**src/rtl/arb_pkg.sv**
```systemverilog
// Shared types and the round-robin priority search used by the 4-way arbiter.
package arb_pkg;

  localparam int N_REQ = 4;

  typedef enum logic {
    IDLE = 1'b0,
    BUSY = 1'b1
  } state_e;

  typedef struct packed {
    logic       found;
    logic [1:0] idx;
  } pick_t;

  // Searches ptr+1, ptr+2, ptr+3, then ptr itself unless exclude is set.
  function automatic pick_t next_owner(input logic [N_REQ-1:0] req,
                                       input logic [1:0]       ptr,
                                       input logic             exclude);
    pick_t      p;
    logic [1:0] cand;
    p = '0;
    for (int k = 1; k <= N_REQ; k++) begin
      cand = ptr + 2'(k);
      if (!p.found && req[cand] && !(exclude && (k == N_REQ))) begin
        p.found = 1'b1;
        p.idx   = cand;
      end
    end
    return p;
  endfunction

endpackage

```
**src/rtl/decoder_2to4_bh.sv**
```systemverilog
// Enabled 2-to-4 one-hot decoder; output is all zero while en is low.
module decoder_2to4_bh (
  input  logic [1:0] in,
  input  logic       en,
  output logic [3:0] out
);

  always_comb begin
    out = 4'b0000;
    if (en) begin
      case (in)
        2'd0:    out = 4'b0001;
        2'd1:    out = 4'b0010;
        2'd2:    out = 4'b0100;
        2'd3:    out = 4'b1000;
        default: out = 4'b0000;
      endcase
    end
  end

endmodule

```
**src/rtl/rr_arbiter_4.sv**
```systemverilog
// Four-way round-robin arbiter with a hold limit that forces handover
// when the current owner has kept the grant for MAX_HOLD cycles under contention.
module rr_arbiter_4
  import arb_pkg::*;
#(
  parameter int MAX_HOLD = 8,
  parameter int CNT_W    = $clog2(MAX_HOLD + 1)
) (
  input  logic       clk,
  input  logic       rst,
  input  logic [3:0] req,
  output logic [3:0] gnt,
  output logic [1:0] gnt_id,
  output logic       gnt_valid,
  output logic       preempt
);

  state_e           state_q, state_d;
  logic [1:0]       gnt_id_q, gnt_id_d;
  logic             gnt_valid_q, gnt_valid_d;
  logic [1:0]       ptr_q, ptr_d;
  logic [CNT_W-1:0] hold_cnt_q, hold_cnt_d;
  logic             preempt_q, preempt_d;
  pick_t            pick;

  always_comb begin
    state_d     = state_q;
    gnt_id_d    = gnt_id_q;
    gnt_valid_d = gnt_valid_q;
    ptr_d       = ptr_q;
    hold_cnt_d  = hold_cnt_q;
    preempt_d   = 1'b0;
    pick        = '0;

    case (state_q)
      IDLE: begin
        pick = next_owner(req, ptr_q, 1'b0);
        if (pick.found) begin
          gnt_id_d    = pick.idx;
          gnt_valid_d = 1'b1;
          ptr_d       = pick.idx;
          hold_cnt_d  = CNT_W'(1);
          state_d     = BUSY;
        end
      end

      BUSY: begin
        if (!req[gnt_id_q]) begin
          // Owner released: hand over in the same edge so there is no idle gap.
          pick = next_owner(req, ptr_q, 1'b0);
          if (pick.found) begin
            gnt_id_d   = pick.idx;
            ptr_d      = pick.idx;
            hold_cnt_d = CNT_W'(1);
          end else begin
            gnt_valid_d = 1'b0;
            hold_cnt_d  = '0;
            state_d     = IDLE;
          end
        end else if (hold_cnt_q == CNT_W'(MAX_HOLD)) begin
          pick       = next_owner(req, ptr_q, 1'b1);
          hold_cnt_d = CNT_W'(1);
          if (pick.found) begin
            gnt_id_d  = pick.idx;
            ptr_d     = pick.idx;
            preempt_d = 1'b1;
          end
        end else begin
          hold_cnt_d = hold_cnt_q + CNT_W'(1);
        end
      end

      default: begin
        state_d     = IDLE;
        gnt_valid_d = 1'b0;
      end
    endcase
  end

  always_ff @(posedge clk) begin
    if (rst) begin
      state_q     <= IDLE;
      gnt_id_q    <= 2'd0;
      gnt_valid_q <= 1'b0;
      ptr_q       <= 2'd3;
      hold_cnt_q  <= '0;
      preempt_q   <= 1'b0;
    end else begin
      state_q     <= state_d;
      gnt_id_q    <= gnt_id_d;
      gnt_valid_q <= gnt_valid_d;
      ptr_q       <= ptr_d;
      hold_cnt_q  <= hold_cnt_d;
      preempt_q   <= preempt_d;
    end
  end

  assign gnt_id    = gnt_id_q;
  assign gnt_valid = gnt_valid_q;
  assign preempt   = preempt_q;

  decoder_2to4_bh u_dec (
    .in  (gnt_id_q),
    .en  (gnt_valid_q),
    .out (gnt)
  );

endmodule

```
**config.mk**
```make
export PLATFORM = sky130hd
export DESIGN_NAME = rr_arbiter_4
export DESIGN_NICKNAME = d
export VERILOG_FILES = /design/src/rtl/arb_pkg.sv /design/src/rtl/decoder_2to4_bh.sv /design/src/rtl/rr_arbiter_4.sv
export SDC_FILE = /design/constraint.sdc
export NUM_CORES = 1
export LEC_CHECK = 0
export ABC_CLOCK_PERIOD_IN_PS = 2400
export BUFFER_PORTS_ARGS = -buffer_cell sky130_fd_sc_hd__buf_2
export CAP_MARGIN = 5
export CORE_MARGIN = 5
export CORE_UTILIZATION = 30
export CTS_BUF_LIST = sky130_fd_sc_hd__clkbuf_16
export DETAILED_ROUTE_END_ITERATION = 8
export MAX_ROUTING_LAYER = met4
export PLACE_DENSITY_LB_ADDON = 0.2
export SETUP_SLACK_MARGIN = 0.5
export SLEW_MARGIN = 20
export SYNTH_ARGS = -nofsm -noshare
export SYNTH_HDL_FRONTEND = slang
export SYNTH_SLANG_ARGS = --single-unit
```
**constraint.sdc**
```tcl
create_clock -name clk -period 2.4 [get_ports clk]
set_clock_uncertainty 0.1 [all_clocks]
set_input_delay 0.24 -clock clk [delete_from_list [all_inputs] [get_ports clk]]
set_output_delay 0.24 -clock clk [all_outputs]
set_load 0.01 [all_outputs]
```
; ---- Word-level counts from Yosys, hierarchy flattened
; Index checks and enable logic that the tools add are counted.
[word_totals]
reg_bits = 11
in_bits = 6
out_inout_bits = 8
elab_cells = 110
[classes]
addsub = 4
order_cmp = 5
n_eq_ne = 10
n_mux = 62
n_bitwise = 3
n_reduce_logical = 20
[op_table]
columns = op, n
row1 = $mux 3, 30
row2 = $mux 4, 4
row3 = $pmux 4 s4, 1
row4 = $lt 2x3->1 const B, 5
row5 = $mux 1, 13
row6 = $bmux 1 s2, 5
row7 = $mux 2, 5
row8 = $logic_and 1x1->1, 8
row9 = $logic_not 1->1, 8
row10 = $pmux 4 s2, 1
row11 = $ne 2x2->1 const B, 3
row12 = $ne 3x2->1 const B, 2
row13 = $add 2x2->2 const B, 2
row14 = $add 4x1->4 const B, 1
row15 = $eq 2x2->1 const B, 2
row16 = $eq 4x4->1 const B, 1
row17 = $pmux 1 s2, 2
row18 = $pmux 2 s2, 1
row19 = $reduce_and 4->1, 1
row20 = $reduce_or 4->1, 1
row21 = $ne 3x1->1 const B, 1
row22 = $not 1->1, 3
row23 = $reduce_and 3->1, 1
row24 = $add 2x1->2 const B, 1
row25 = 2 further kinds, 2

; ---- Logic depth before layout (Yosys ltp)
; Gate-level depths: netlist of run 1.
[depth]
ltp_word = 24
depth_mapped = 7

; ---- Cells and area by module
; Synthesis of run 1 repeated with hierarchy kept, for this count alone.
[unflattened]
cells_unflattened = 94
hier_area_um2 = 884.6
[modules_own_cells]
columns = mod, instances, cells_per_inst, area_each_um2
row1 = rr_arbiter_4, 1, 90, 847.1
row2 = decoder_2to4_bh, 1, 4, 37.5

; ---- Least setup slack after synthesis of run 1
; Ideal clock, no wire load.
[synth_path]
kind = register to register
start = reg gnt_id_q[0], in the netlist gnt_id[0]
end = reg hold_cnt_q[3]
arrival_time_ns = 1.389
t_required_ns = 2.209
setup_slack_ns = 0.820
stages_incl_launch_ff = 7
path_cell_list = dfxtp_1 buf_4 mux2i_1 o22a_4 a31oi_4 a41oi_1 a311oi_1
[synth_via]
elab_chain_len = 4
[synth_rtl]
columns = item, line_no
row1 = "start, declared", rr_arbiter_4.sv:19  ; logic [1:0] gnt_id_q, gnt_id_d;
row2 = "start signal, assigned", rr_arbiter_4.sv:90  ; gnt_id_q <= gnt_id_d;
row3 = $bmux 1 s2, rr_arbiter_4.sv:48  ; if (!req[gnt_id_q]) begin
row4 = $mux 1 (implied by the code), rr_arbiter_4.sv:48
row5 = $mux 4, rr_arbiter_4.sv:48
row6 = $pmux 4 s2, rr_arbiter_4.sv:35  ; case (state_q)
row7 = "end signal, assigned", rr_arbiter_4.sv:93  ; hold_cnt_q <= hold_cnt_d;
row8 = "end, declared", rr_arbiter_4.sv:22  ; logic [CNT_W-1:0] hold_cnt_q, hold_cnt_d;
; Every way passes these cells. The select of a mux whose other input is x is not followed.
; A chain may end at the register's enable or synchronous reset.

; ---- Final worst setup path of run 1
[layout_path]
start = reg hold_cnt_q[0]
end = reg gnt_id_q[1], in the netlist gnt_id[1]
[layout_via]
elab_chain_len = 3
[layout_rtl]
columns = item, line_no
row1 = $eq 4x4->1, rr_arbiter_4.sv:60  ; end else if (hold_cnt_q == CNT_W'(MAX_HOLD)) begin
row2 = $ne 3x2->1 (no source line), n/a
row3 = $reduce_and 4->1 (no source line), n/a
; Every way passes these cells.

==> results of run 1 <==
[what timing repair did]
action,4_1_cts,5_1_grt
setup buffers,0,0
setup endpoints to repair,0,1
resized for setup,0,1
[worst max-delay path: cells and delay by family, from the launching register on]
family / cells / cell delay [ns]
buffers and inverters: 1 / 0.09
DFF: 1 / 0.34
and+or+nand+nor: 1 / 0.12
adders and majority gates: 1 / 0.21
AOI/OAI and AO/OA: 4 / 0.82
[synthesized netlist by cell type (3+ instances only)]
cell type and instances:
buf_2 3, inv_1 10, nor3b_1 4, nand2_1 8
mux2i_1 5, nor2_1 12, a21oi_1 7, dfxtp_1 11
[through the flow]
stage / total power (W) / utilization / instances / instance area, um^2 / setup WS [ns]
3_3_place_gp: 0.000446 / 0.339 / 132 / 833 / 0.674
6_report: 0.000739 / 0.373 / 136 / 915 / 0.632
5_1_grt: 0.000787 / 0.373 / 136 / 915 / 0.514
2_1_floorplan: 0.000402 / - / 95 / 761 / 0.820
3_5_place_dp: 0.000447 / 0.339 / 132 / 833 / 0.603
4_1_cts: 0.000752 / 0.372 / 136 / 912 / 0.588
[state kept, by name (all words and copies together), names as in the netlist]
| name | count |
|---|---|
| preempt | 1 |
| state_q | 1 |
| hold_cnt_q | 4 |
| ptr_q | 2 |
| gnt_valid | 1 |
| gnt_id | 2 |
[area by class of cell]
class                      count  area (um^2)
fill                         264         1540
multi-input combinational     68          475
sequential                    11          220
clock buffer                   3         75.1
timing repair buffer          13         65.1
inverter                      10         37.5
tap                           30         37.5
clock inverter                 1         3.75
[kinds of logic (layout without fill, tap and decap cells)]
logic type      Yosys count  count (layout)  share of synthesized area
compound gates           27              27                      0.298
fa+ha+maj                 2               2                     0.0329
buf+inv                  16              27                     0.0888
flops                    11              11                      0.289
mux                       5               5                     0.0658
simple gates             34              34                      0.225
[layer usage]
| metal | wire, um | vias to the layer above |
|---|---|---|
| met5 | 0 | - |
| met2 | 834 | 20 |
| li1 | - | 366 |
| met1 | 783 | 343 |
| met4 | 8 | 0 |
| met3 | 111 | 2 |
[power breakdown]
part | internal, W | switching, W | total (W)
registers | 0.000207 | 0.0000396 | 0.000246
clock network | 0.000218 | 0.0000786 | 0.000297
logic | 0.0000906 | 0.000105 | 0.000196
[path summary, 6_finish.rpt]
path / from / to / depth (start not counted)
worst max-delay path: hold_cnt_q[0] / gnt_id[1] / 7
worst min-delay path: rst / hold_cnt_q[0] / 2
worst max register to register: hold_cnt_q[0] / gnt_id[1] / 7
worst min register to register: hold_cnt_q[2] / hold_cnt_q[2] / 2
==> results.yml, run 1 <==
drt:
  drc_errors: 0
  dr.pass1.iters: 4
  wl_um: 1740
  drtAntennaViolNets: 0
  via_count: 731
  drtIter0Drc: 19
  routed_via_density: 5.38
  wl_per_cell_um: 12.8
setup_path:
  arrival_ns: 1.82
  crit_type: "reg -> reg"
  critical-path-max-stage-delay_ns: 0.34
  start_kind: "flip-flop"
  required_ns: 2.45
  endpoint_kind: "flip-flop"
  path_max_fanout: 5
  cp_slowest_cell: "dfxtp_1"
  crit_chain: "inv_1 -> ha_2 -> nand3b_1 -> a41oi_1 -> o221a_2 -> o21bai_2 -> a211oi_1"
  r2r_setup_slack_ns: 0.63
sta:
  setup_tns_ns: 0
  rsz0062_at_grt: "no"
  slew_violations: 0
  hold_viol: 0
  tightest_slew_ns: 0.548
  finalSetupViolations: 0
  layout_min_cycle_time_ns: 1.77
  fmax_ghz: 0.566
  min_period_over_period: 0.737
  maxSlewHeadroom: 0.632
  hold_slack_ns: 0.228
global_route:
  grt_max_degree: 13
  antenna_found_initial: 0
  grt.busiest_layer: "met2"
  grt_pass1_vias: 670
  use_met1: 0.138
  grt_overflow_total: 0
  track_usage: 0.112
  met2_usage: 0.170
  use_met3: 0.0340
  grt_pass1_wl_um: 2950
floorplan:
  row_count: 18
  io-pin-count: 14
  die_area_mm2: 0.00364
  fp.dieH_um: 60.4
  die_w_um: 60.4
  start_util: 0.310
  fp.coreArea_mm2: 0.00245
clocking:
  tritoncts: "yes"
  cts_sinks: 11
  cts_max_path_buffers: 2
  cts_buffers: 3
  postCtsHoldBufs: 0
  cts.clk_slew.worst_paths_ns: 0.04
  htree_levels: 1
  cts_root_buf: "clkbuf_16"
  clk_latency_ns: 0.23
status:
  status: "completed"
power_and_ir_drop:
  power_density_mw_per_mm2: 808
  p_leak_nw: 0.394
  worst_ir_drop_vdd_v: 0.000468
hold_path:
  hp-class: "in -> reg"
place:
  gp_routability_congestion: 0.788
  dp_hpwl_um: 1350
  portBuffers: 13
yosys:
  ys_seq_area_frac: 0.289
  synth_area_um2: 761
  synth_seq_cells: 11
  ys.flop_type: "dfxtp_1"
  ys_types: 36
  syn_avg_cell_area_um2: 8.01
  synth-edff-count: 0
  synth.top_cells.by_area: "dfxtp_1 29%, mux2i_1 6.6%, nor2_1 5.9%"
  synth_async_sr_flop_share: 0
  yosysWarnings: 0
  synthCells: 95
  synth.top_cell.area_share: 0.289
  synth_nets: 103
  synth_top_cell_by_area: "dfxtp_1"
layout:
  drive_above_1_share: 0.208
  antennaDiodeCount: 0
  final_cell_mix: "13 x buf_2, 12 x nor2_1, 11 x inv_1, 11 x dfxtp_1, 8 x nand2_1"
  final_nets: 115
  final_common_cell: "buf_2"
  syn2layout_area_growth_pct: 20.2
flow_run:
  drv_cap: 0
No activity file was read; power rests on OpenSTA's default activity.
==> inputs of run 2 (changes only) <==
ABC_CLOCK_PERIOD_IN_PS = 1700   (was 2400)
clock period = 1.7 ns   (was 2.4 ns; I/O delays follow)
==> results.yml, run 2 (synthesis gave the netlist of run 1 again) <==
clocking:
  cts_max_path_buffers: 2
  cts_root_buf: "clkbuf_16"
  clk_latency_ns: 0.24
  tritoncts: "yes"
  cts_buffers: 3
  cts_sinks: 11
  postCtsHoldBufs: 0
  cts.clk_slew.worst_paths_ns: 0.04
  htree_levels: 1
sta:
  maxSlewHeadroom: 0.804
  finalSetupViolations: 0
  hold_slack_ns: 0.182
  fmax_ghz: 0.640
  min_period_over_period: 0.919
  setup_tns_ns: 0
  tightest_slew_ns: 0.293
  layout_min_cycle_time_ns: 1.56
  rsz0062_at_grt: "yes"
  hold_viol: 0
  slew_violations: 0
power_and_ir_drop:
  power_density_mw_per_mm2: 1060
  pwr-share-seq: 0.294
  swShare: 0.323
  worst_ir_drop_vdd_v: 0.00113
  internal_power_w: 0.000813
  p_leak_nw: 0.489
  p_comb_frac: 0.346
  p_clk_frac: 0.360
  p_switching_w: 0.000387
floorplan:
  start_util: 0.310
  fp.coreArea_mm2: 0.00245
  die_w_um: 60.4
  fp.dieH_um: 60.4
  row_count: 18
  die_area_mm2: 0.00364
  io-pin-count: 14
drt:
  via_count: 801
  wl_per_cell_um: 14.3
  dr.pass1.iters: 4
  wl_um: 2140
  routed_via_density: 5.34
  drtAntennaViolNets: 0
  drtIter0Drc: 20
  drc_errors: 0
layout:
  largest_reg_flops: 4
  largest_register: "hold_cnt_q"
  syn2layout_area_growth_pct: 49.2
  final_nets: 129
  final_cell_mix: "13 x buf_2, 12 x buf_4, 11 x nor2_1"
  final_common_cell: "buf_2"
  drive_above_1_share: 0.475
  nFillCells: 237
  antennaDiodeCount: 0
global_route:
  track_usage: 0.131
  antenna_found_initial: 0
  grt_overflow_total: 0
  grt_pass1_vias: 787
  grt_max_degree: 13
  grt_pass1_wl_um: 3420
hold_path:
  hp-class: "in -> reg"
setup_path:
  path_max_fanout: 3
  cp_slowest_cell: "dfxtp_2"
  required_ns: 1.72
  critical-path-max-stage-delay_ns: 0.32
  arrival_ns: 1.59
  start_kind: "flip-flop"
  crit_type: "reg -> reg"
  crit_chain: "inv_2 -> ha_4 -> nand3b_1 -> a41oi_2 -> o221a_4 -> o22a_1 -> a22oi_2"
  endpoint_kind: "flip-flop"
place:
  portBuffers: 13
  dp_hpwl_um: 1330
  gp_routability_congestion: 0.905
status:
  status: "completed"
flow_run:
  drv_cap: 0
==> run 2: critical path, delay by kind of cell (launching register included) <==
kind	cells	cell delay, ns
AOI/OAI and AO/OA	4	0.70
adders and majority gates	1	0.13
buffers and inverters	1	0.07
DFF	1	0.32
and+or+nand+nor	1	0.11
==> run 2: through the flow <==
stage,area [um^2],util,setup WS [ns],total power (W),instances
floorplan,792,-,0.197,0.000591,95
global placement,876,0.357,0.0721,0.000662,134
detailed placement,876,0.357,0.0902,0.000658,134
CTS,1070,0.435,0.165,0.00116,148
global route,1130,0.462,0.0495,0.00127,150
finish,1130,0.462,0.138,0.00120,150
==> run 2: final cells by class <==
class | count | area (um^2) | share of cell area
sequential | 11 | 230 | 0.203
clock buffer | 3 | 75.1 | 0.0662
multi-input combinational | 68 | 573 | 0.505
timing repair buffer | 27 | 178 | 0.157
clock inverter | 1 | 3.75 | 0.00331
tap | 30 | 37.5 | 0.0331
inverter | 10 | 37.5 | 0.0331
==> run 2: worst paths after layout <==
| path | start | cells past startpoint | slack (ns) | endpoint |
|---|---|---|---|---|
| hold reg to reg | hold_cnt_q[2] | 2 | 0.48 | hold_cnt_q[2] |
| setup / recovery | hold_cnt_q[1] | 7 | 0.14 | ptr_q[1] |
| hold / removal | rst | 2 | 0.18 | hold_cnt_q[0] |
| setup reg to reg | hold_cnt_q[1] | 7 | 0.14 | ptr_q[1] |
==> run 2: per-layer routing <==
layer | track usage | routed length [um]
met1 | 0.150 | 918
met2 | 0.211 | 1070
met3 | 0.0447 | 132
met4 | 0.0506 | 17
met5 | - | 0
==> run 2: repair_timing <==
item / in CTS / in global routing
setup endpoints to repair: 13 / 13
cloned: 0 / 0
pin swaps: 6 / 8
resized for setup: 11 / 11
setup buffers: 10 / 2
==> run 2: power by group through the flow <==
stage	logic (W)	clock network [W]	registers (W)
global placement	0.000309	0	0.000354
detailed placement	0.000306	0	0.000352
floorplan	0.000267	0	0.000324
global route	0.000459	0.000448	0.000360
CTS	0.000371	0.000440	0.000347
finish	0.000415	0.000433	0.000353
==> inputs of run 3 (changes only) <==
BUFFER_PORTS_ARGS = not set   (was -buffer_cell sky130_fd_sc_hd__buf_2)
DONT_BUFFER_PORTS = 1   (was not set)
==> results.yml, run 3 (synthesis gave the netlist of run 1 again) <==
setup_path:
  cp_slowest_cell: "dfxtp_4"
  cp_top_family: "compound AO/OA/AOI/OAI gates"
  timing.rr.end: "hold_cnt_q[3]"
  r2r_setup_slack_ns: 0.11
  reg2reg_from: "gnt_id[0]"
  critPathCapture: "hold_cnt_q[3]"
  crit_chain: "mux2i_1 -> o22a_4 -> a31oi_4 -> o31ai_2 -> a311oi_1"
  arrival_ns: 1.63
  endpoint_kind: "flip-flop"
  start_kind: "flip-flop"
  rr_worst_depth: 5
  crit_type: "reg -> reg"
  crit_start: "gnt_id[0]"
  worst-path-buf-inv: 0
  worstSetupPathDepth: 5
  critical-path-max-stage-delay_ns: 0.38
  path_max_fanout: 7
  required_ns: 1.74
floorplan:
  row_count: 18
  fp.dieH_um: 60.4
  die_area_mm2: 0.00364
  start_util: 0.310
  fp.coreArea_mm2: 0.00245
  io-pin-count: 14
  die_w_um: 60.4
clocking:
  cts_sinks: 11
  htree_levels: 1
  cts_buffers: 3
  clk_latency_ns: 0.24
  tritoncts: "yes"
  cts_root_buf: "clkbuf_16"
  cts.clk_slew.worst_paths_ns: 0.04
  cts_max_path_buffers: 2
place:
  dp_hpwl_um: 1360
  dp.cells: 122
  gp_routability_congestion: 0.870
  dpl_cell_area_um2: 818
  portBuffers: 0
drt:
  via_count: 774
  routed_via_density: 5.61
  wl_per_cell_um: 16.1
  dr.pass1.iters: 6
  drtIter0Drc: 78
  wl_um: 2220
  drtAntennaViolNets: 0
  drc_errors: 0
layout:
  final_cell_area_mm2: 0.00106
  finalNonFillerCells: 138
  antennaDiodeCount: 0
  final_common_cell: "buf_4"
  largest_register: "hold_cnt_q"
  syn2layout_area_growth_pct: 39.5
  multiInputGateArea_um2: 551
  final_nets: 117
  regArea_um2: 231
  largest_reg_flops: 4
  drive_above_1_share: 0.389
  nFillCells: 239
  final_cell_mix: "11 x buf_4, 10 x nor2_1, 8 x nand2_1, 8 x inv_1, 7 x a21oi_1"
flow_run:
  drv_cap: 0
sta:
  rsz0062_at_grt: "yes"
  layout_min_cycle_time_ns: 1.59
  maxSlewHeadroom: 0.750
  hold_slack_ns: -0.000774
  setup_tns_ns: 0
  tightest_slew_ns: 0.374
  fmax_ghz: 0.631
  min_period_over_period: 0.933
  hold_viol: 1
  slew_violations: 0
  finalSetupViolations: 0
power_and_ir_drop:
  power_density_mw_per_mm2: 1080
  p_clk_frac: 0.373
  pwr-share-seq: 0.311
  worst_ir_drop_vdd_v: 0.000467
  p_switching_w: 0.000358
  internal_power_w: 0.000783
  swShare: 0.314
  p_leak_nw: 0.420
  p_comb_frac: 0.316
global_route:
  grt_pass1_vias: 760
  grt_overflow_total: 0
  track_usage: 0.135
  antenna_found_initial: 0
  grt_max_degree: 10
  grt_pass1_wl_um: 3530
status:
  status: "finished with violations"
  violations: "negative hold slack"
hold_path:
  hp-class: "in -> reg"
## run 3: power groups by stage
stage / Combinational (W) / Clock (W) / Sequential [W]
2_1_floorplan: 0.000267 / 0 / 0.000324
4_1_cts: 0.000346 / 0.000429 / 0.000354
6_report: 0.000361 / 0.000426 / 0.000355
3_5_place_dp: 0.000278 / 0 / 0.000354
3_3_place_gp: 0.000281 / 0 / 0.000353
5_1_grt: 0.000390 / 0.000452 / 0.000360
## run 3: worst min-delay path by stage
stage / start / endpoint / cells after the start
3_3_place_gp: rst / hold_cnt_q[1] / 1
3_5_place_dp: rst / hold_cnt_q[1] / 1
5_1_grt: rst / ptr_q[0] / 2
4_1_cts: rst / ptr_q[0] / 2
2_1_floorplan: req[0] / state_q / 2
6_report: rst / ptr_q[0] / 2
## run 3: final cells by class
| type | count | share of cell area |
|---|---|---|
| multi-input cells | 68 | 0.519 |
| flip-flops and latches | 11 | 0.218 |
| repair buffers | 15 | 0.118 |
| clock buffers | 3 | 0.0708 |
| inverters | 10 | 0.0354 |
| well taps | 30 | 0.0354 |
| clock inverters | 1 | 0.00354 |
## run 3: per-layer routing
metal / wire length, um / track usage
met4: 57 / 0.0696
met2: 1110 / 0.213
met1: 889 / 0.154
met5: 0 / -
met3: 160 / 0.0404
## run 3: repair_timing
action | 4_1_cts | 5_1_grt
endpoints found under the hold margin | 8 | 0
gates resized for setup | 17 | 2
hold buffers | 2 | 0
buffers inserted | 9 | 1
pin swaps | 7 | 4
endpoints found under the setup margin | 13 | 13
## run 3: per-stage QoR
step	util	setup slack, ns	total power [W]
3_5_place_dp	0.333	0.0865	0.000632
3_3_place_gp	0.333	0.0276	0.000634
2_1_floorplan	-	0.197	0.000591
4_1_cts	0.424	0.153	0.00113
6_report	0.432	0.114	0.00114
5_1_grt	0.432	0.0388	0.00120
